### config.mk
export PLATFORM = sky130hd
export DESIGN_NAME = dmem_arbiter
export DESIGN_NICKNAME = d
export VERILOG_FILES = /design/src/rtl/dmem_arbiter.sv
export SDC_FILE = /design/constraint.sdc
export NUM_CORES = 1
export LEC_CHECK = 0
export BUFFER_PORTS_ARGS = -buffer_cell sky130_fd_sc_hd__buf_2
export CAP_MARGIN = 20
export CORE_AREA = 2 2 116 118
export CTS_BUF_LIST = sky130_fd_sc_hd__clkbuf_8
export DETAILED_ROUTE_END_ITERATION = 8
export DIE_AREA = 0 0 118 120
export MAX_ROUTING_LAYER = met4
export SLEW_MARGIN = 20
export SYNTH_ARGS = -nofsm -noshare
export SYNTH_HDL_FRONTEND = slang
export SYNTH_SLANG_ARGS = --single-unit
### constraint.sdc
create_clock -name clk -period 3.43 [get_ports clk]
set_input_delay 0.343 -clock clk [delete_from_list [all_inputs] [get_ports clk]]
set_output_delay 0.343 -clock clk [all_outputs]
set_load 0.005 [all_outputs]
### src/rtl/dmem_arbiter.sv
// Two-master data-memory arbiter: round-robin between core (m0) and debug (m1),
// bounded locked bursts, and one-cycle read-return steering to the owner.
//
// state  | meaning
// IDLE   | no ownership held; plain round-robin arbitration
// OWN0   | m0 holds the bus for a locked burst
// OWN1   | m1 holds the bus for a locked burst
module dmem_arbiter #(
  parameter int AW        = 32,
  parameter int DW        = 32,
  parameter int MAX_BURST = 4
) (
  input  logic          clk,
  input  logic          reset,
  input  logic          m0_req,
  input  logic          m0_lock,
  input  logic          m0_we,
  input  logic [AW-1:0] m0_addr,
  input  logic [DW-1:0] m0_wdata,
  output logic          m0_gnt,
  output logic          m0_rvalid,
  output logic [DW-1:0] m0_rdata,
  input  logic          m1_req,
  input  logic          m1_lock,
  input  logic          m1_we,
  input  logic [AW-1:0] m1_addr,
  input  logic [DW-1:0] m1_wdata,
  output logic          m1_gnt,
  output logic          m1_rvalid,
  output logic [DW-1:0] m1_rdata,
  output logic          mem_en,
  output logic          mem_we,
  output logic [AW-1:0] mem_addr,
  output logic [DW-1:0] mem_wdata,
  input  logic [DW-1:0] mem_rdata
);

  typedef enum logic [1:0] {
    S_IDLE = 2'd0,
    S_OWN0 = 2'd1,
    S_OWN1 = 2'd2
  } state_t;

  localparam logic [4:0] LP_MAX_BURST = 5'(MAX_BURST);

  state_t      r_state;
  state_t      w_state_nxt;
  logic        r_last;
  logic        w_last_nxt;
  logic [3:0]  r_cnt;
  logic [3:0]  w_cnt_nxt;
  logic        r_pending;
  logic        r_pend_owner;

  logic        w_gnt0;
  logic        w_gnt1;
  logic        w_any_gnt;
  logic        w_hold;
  logic        w_lock_sel;
  logic        w_we_sel;
  logic [4:0]  w_burst;

  // Arbitration; outputs are gated while reset is held so nothing leaks to memory.
  always_comb begin
    w_gnt0 = 1'b0;
    w_gnt1 = 1'b0;
    w_hold = 1'b0;
    if (reset) begin
      if (r_state == S_OWN0 && m0_req) begin
        w_gnt0 = 1'b1;
        w_hold = 1'b1;
      end else if (r_state == S_OWN1 && m1_req) begin
        w_gnt1 = 1'b1;
        w_hold = 1'b1;
      end else if (m0_req && m1_req) begin
        w_gnt0 = r_last;
        w_gnt1 = ~r_last;
      end else begin
        w_gnt0 = m0_req;
        w_gnt1 = m1_req;
      end
    end
  end

  assign w_any_gnt  = w_gnt0 | w_gnt1;
  assign w_lock_sel = w_gnt0 ? m0_lock : m1_lock;
  assign w_we_sel   = w_gnt0 ? m0_we : m1_we;
  // A grant that switches owner starts a fresh burst count.
  assign w_burst    = w_hold ? ({1'b0, r_cnt} + 5'd1) : 5'd1;

  always_comb begin
    w_state_nxt = S_IDLE;
    w_cnt_nxt   = 4'd0;
    w_last_nxt  = r_last;
    if (w_any_gnt) begin
      w_last_nxt = w_gnt1;
      if (w_lock_sel && (w_burst < LP_MAX_BURST)) begin
        w_state_nxt = w_gnt0 ? S_OWN0 : S_OWN1;
        w_cnt_nxt   = w_burst[3:0];
      end
    end
  end

  always_ff @(posedge clk or negedge reset) begin
    if (!reset) begin
      r_state      <= S_IDLE;
      r_last       <= 1'b1;
      r_cnt        <= 4'd0;
      r_pending    <= 1'b0;
      r_pend_owner <= 1'b0;
    end else begin
      r_state      <= w_state_nxt;
      r_last       <= w_last_nxt;
      r_cnt        <= w_cnt_nxt;
      r_pending    <= w_any_gnt & ~w_we_sel;
      r_pend_owner <= w_gnt1;
    end
  end

  always_comb begin
    mem_en    = w_any_gnt;
    mem_we    = 1'b0;
    mem_addr  = '0;
    mem_wdata = '0;
    if (w_gnt0) begin
      mem_we    = m0_we;
      mem_addr  = m0_addr;
      mem_wdata = m0_wdata;
    end else if (w_gnt1) begin
      mem_we    = m1_we;
      mem_addr  = m1_addr;
      mem_wdata = m1_wdata;
    end
  end

  assign m0_gnt    = w_gnt0;
  assign m1_gnt    = w_gnt1;
  assign m0_rvalid = r_pending & ~r_pend_owner;
  assign m1_rvalid = r_pending & r_pend_owner;
  assign m0_rdata  = m0_rvalid ? mem_rdata : '0;
  assign m1_rdata  = m1_rvalid ? mem_rdata : '0;

endmodule

Word-level counts from Yosys, hierarchy flattened --
Index checks and enable logic that the tools add are counted.
Word-level totals: register bits after elaboration 9, bits in latches 0, RAM bits 0, memory bits (read-only) 0, input port bits 168, output and inout bits 134, logic and storage cells 47, memories 0
Operators by class: add/sub/neg operators 1, multipliers 0, div/mod/pow operators 0, $lt $le $gt $ge 1, equal/unequal tests 2, shifts and indexed selects 0, muxes and demuxes 27, bitwise gates (word level) 7, reductions and logical operators 4
Operators by type and width (count):
- two-way mux 32 bit | 6
- two-way mux 1 bit | 15
- two-way mux 4 bit | 2
- two-way mux 2 bit | 3
- adder 4 x 1 -> 5 bit (second input constant) | 1
- < comparator 5 x 3 -> 1 bit (second input constant) | 1
- two-way mux 5 bit | 1
- logical AND 1 bit | 4
- AND 1 bit | 3
- inverter 1 bit | 3
- equality test 2 x 1 -> 1 bit (second input constant) | 1
- equality test 2 bit (second input constant) | 1
- bitwise OR 1 bit | 1

Logic depth before layout (Yosys ltp) --
depth after elaboration 10, depth in mapped cells 7

Worst setup path before layout --
OpenSTA, ideal clock, no wires.
kind register to output, start point register r_last, end point output mem_addr[0], arrival 1.332 ns, setup slack 1.755 ns, cell stages (with the launch flop) 5, path buffers 1, path through dfstp_2 nand2_2 a31oi_4 clkbuf_1 a22o_1
On the way: word-level cells in the longest chain between the ends 7, elaborated cells on any way between the ends 11
RTL lines:
- start: declaration | RTL line 48 | logic r_last;
- start signal: assignment | RTL line 113 | r_last <= w_last_nxt;
- inverter 1 bit | RTL line 77 | w_gnt1 = ~r_last;
- two-way mux 1 bit | RTL line 75 | end else if (m0_req && m1_req) begin
- two-way mux 1 bit | RTL line 72 | end else if (r_state == S_OWN1 && m1_req) begin
- two-way mux 1 bit | RTL line 69 | if (r_state == S_OWN0 && m0_req) begin
- two-way mux 1 bit | RTL line 68 | if (reset) begin
- two-way mux 32 bit | RTL line 129 | end else if (w_gnt1) begin
- two-way mux 32 bit * | RTL line 125 | if (w_gnt0) begin
- end: declaration | RTL line 33 | output logic [AW-1:0] mem_addr,
Mark *: on every way between the ends. The rest lies on a longest branch, timed or not.

Final worst setup path --
start point input reset, end point output mem_addr[25]
On the way: word-level cells in the longest chain between the ends 3, elaborated cells on any way between the ends 4
RTL lines:
- start: declaration | RTL line 14 | input logic reset,
- two-way mux 1 bit | RTL line 68
- two-way mux 32 bit | RTL line 129
- two-way mux 32 bit * | RTL line 125
Marks and branches as above.

==> out/metrics.yaml <==
outcome:
  status: "finished clean"
setup_path:
  worstRegToRegCells: 5
  crit_arrival_ns: 2.35
  critical_path.startpoint: "reset"
  endpoint: "mem_addr[25]"
  cp_max_fo: 60
  cp-start-kind: "input port"
  r2r-end: "r_last$_DFFE_PN1P_"
  path_class: "in2out"
  timing.rr.start: "r_state[0]$_DFF_PN0_"
  crit_required_ns: 3.09
  reg2reg_setup_slack_ns: 1.83
  end_kind: "primary output"
detailed_routing:
  routed_wl_mm: 7.80
  ant_nets: 0
  routed_via_density: 4.02
  avgRoutedWirePerCell_um: 11.8
  wl_met1_mm: 2.81
  vias: 2647
  dr_wl_met2_mm: 4.21
  drt_first_iter_violations: 89
  wl_met3_um: 655
  dr.pass1.iters: 4
  highest_layer: "met4"
  drc: 0
synthesis:
  synth_cells: 194
  synth-main-ff-cell: "dfrtp_1"
  synth_top_area_share_pct: 35.4
  synth_top_cell_by_area: "a22o_1"
  ys_seq_area_share_pct: 14.1
  ys_top_cells_by_area: "a22o_1 35%, and2_1 13%, and3_1 12%"
  yosys-top-cells-count: "65 x a22o_1, 33 x and2_1, 32 x and3_1"
  synth_area_sq_um: 1610
  yosysMostFrequentCell: "a22o_1"
  synth_seq_cells: 9
  async_flop_share_pct: 100
  synth_edf_count: 0
  avgSynthCellArea_sq_um: 8.29
  synthDistinctLibCells: 30
  yosysWarnings: 0
timing:
  final.setup_skew_ns: 0.000565
  worstMarginPinSlew_ns: 0.730
  slew_headroom_pct: 51.3
  hold_violations: 0
  setup_violations: 0
  fin_crit_ns: 2.69
  holdWs_ns: 0.329
  slew_violations: 0
  timing.final.crit_share_pct: 78.5
  fmax_mhz: 371
  final.setup.tns_ns: 0
  rsz0062_at_grt: "no"
clocking:
  post_cts_resized: 0
  clk_path_buf_depth: 2
  path_clk_slew_ns: 0.04
  cts_root_buf: "clkbuf_8"
  cts_tree: "done"
  clock-sinks: 9
  cts_buffers: 3
  h-tree-depth: 1
  clock_latency_ns: 0.23
  post-cts-setup-buffers: 0
cells_and_area:
  final_net_count: 651
  area_delta_synth_final_pct: 102
  drive_above_1_share_pct: 65.3
pwr:
  p_leak_nw: 2.14
  p_sw_w: 0.000217
  p_clk_share_pct: 18.8
  vdd_drop_max_mv: 0.180
  netSwitchingFraction_pct: 35.1
  powerDensity_nw_per_um2: 189
  p_comb_share_pct: 60.3
  seq_power_share_pct: 20.8
  p_int_w: 0.000401
floorplanning:
  fp-row-count: 42
  ioPinCount: 302
  floorplan.initialDensity_pct: 12.4
  die_w_um: 118
  core_sq_um: 13000
  die_y_um: 120
  die_area_sq_um: 14200
global_route:
  grt_start_max_net_pins: 69
  antenna_found_initial: 2
  grt_pass1_wl_mm: 11.4
  grt_pass1_vias: 2452
  grt-ovfl-total: 0
  track_usage_pct: 9.77
placed_design:
  gp_congestion: 0.829
  portBuffers: 301
  dpl.hpwl_mm: 6.49
min_path:
  hp-start: "m1_we"
  hold_class: "in2reg"
  hold_depth: 2
job:
  maxCapViolCount: 0
-- area by class of cell --
cell class                      instances  area, sq um
Fill cell                            1450         9720
Timing Repair Buffer                  305         1550
Multi-Input combinational cell        161         1200
Sequential cell                         9          226
Tap cell                              176          220
Clock buffer                            3         41.3
Inverter                                2         10.0
Antenna cell                            2         5.00
Clock inverter                          1         3.75
-- flip-flops by register name, summed over array words and instances, names as in the netlist --
signal	count
r_cnt	4
r_state	2
r_last	1
r_pend_owner	1
r_pending	1
-- cell families (layout without fill, tap and decap cells) --
logic type / after synthesis / count (layout) / share of synthesized area, %
AND/OR/NAND/NOR: 80 / 80 / 30.2
AO/OA/AOI/OAI: 78 / 78 / 43.0
buffers and inverters: 25 / 311 / 11.7
flip-flops: 9 / 9 / 14.1
adder cells (fa/ha/maj): 1 / 1 / 0.777
other: 1 / 4 / 0.233
-- power by group through the flow --
| stage | clock, W | sequential, W | combinational [W] |
|---|---|---|---|
| 3_5_place_dp | 0 | 0.000130 | 0.000373 |
| 5_1_grt | 0.000126 | 0.000130 | 0.000410 |
| 4_1_cts | 0.000122 | 0.000128 | 0.000376 |
| 6_report | 0.000116 | 0.000128 | 0.000372 |
| 2_1_floorplan | 0 | 0.000125 | 0.000187 |
| 3_3_place_gp | 0 | 0.000129 | 0.000375 |
-- worst max-delay path, stage by stage --
cell and delay (ns):
dlygate4sd3_1 0.52, buf_2 0.27, nand2_1 0.17, a31oi_4 0.36, buf_12 0.29, a22o_1 0.22, buf_2 0.12
-- timing repair --
action                     4_1_cts  5_1_grt
hold endpoints to repair         8        0
hold buffers                     1        0
setup endpoints to repair        0        0
-- cells in the final DEF, fill, tap and decap left out, drive strengths merged, types with 2 or more instances in the layout --
master / Yosys / routed
inv: 2 / 3
a21boi: 2 / 2
diode: 0 / 2
o21a: 2 / 2
clkbuf: 10 / 3
a22o: 65 / 65
and2: 33 / 33
a21o: 2 / 2
nor2: 2 / 2
nand3b: 2 / 2
conb: 1 / 2
dfrtp: 8 / 8
nand2: 7 / 7
a21oi: 2 / 2
and3: 32 / 32
nor3: 2 / 2
buf: 13 / 304
-- metal layers --
metal,up-vias,GRT usage (%)
met1,1156,10.0
li1,1318,-
met2,165,19.0
met5,-,-
met4,0,3.01
met3,8,1.52
-- worst min-delay path by stage --
stage                              to  slack [ns]
2_1_floorplan      r_cnt[0]$_DFF_PN0_        0.05
3_3_place_gp   r_pend_owner$_DFF_PN0_        0.23
3_5_place_dp   r_pend_owner$_DFF_PN0_        0.23
4_1_cts           r_pending$_DFF_PN0_        0.32
5_1_grt           r_pending$_DFF_PN0_        0.33
6_report          r_pending$_DFF_PN0_        0.33
-- per-stage QoR --
step	instance area, sq um	utilization (%)	instances	setup WS [ns]	power [W]
floorplan	1610	-	195	1.75	0.000311
global placement	3200	24.6	652	1.26	0.000504
detailed placement	3200	24.6	652	1.24	0.000503
CTS	3250	25.1	657	0.728	0.000626
global route	3260	25.1	659	0.581	0.000666
finish	3260	25.1	659	0.738	0.000617
(Power assumes the default switching activity.)
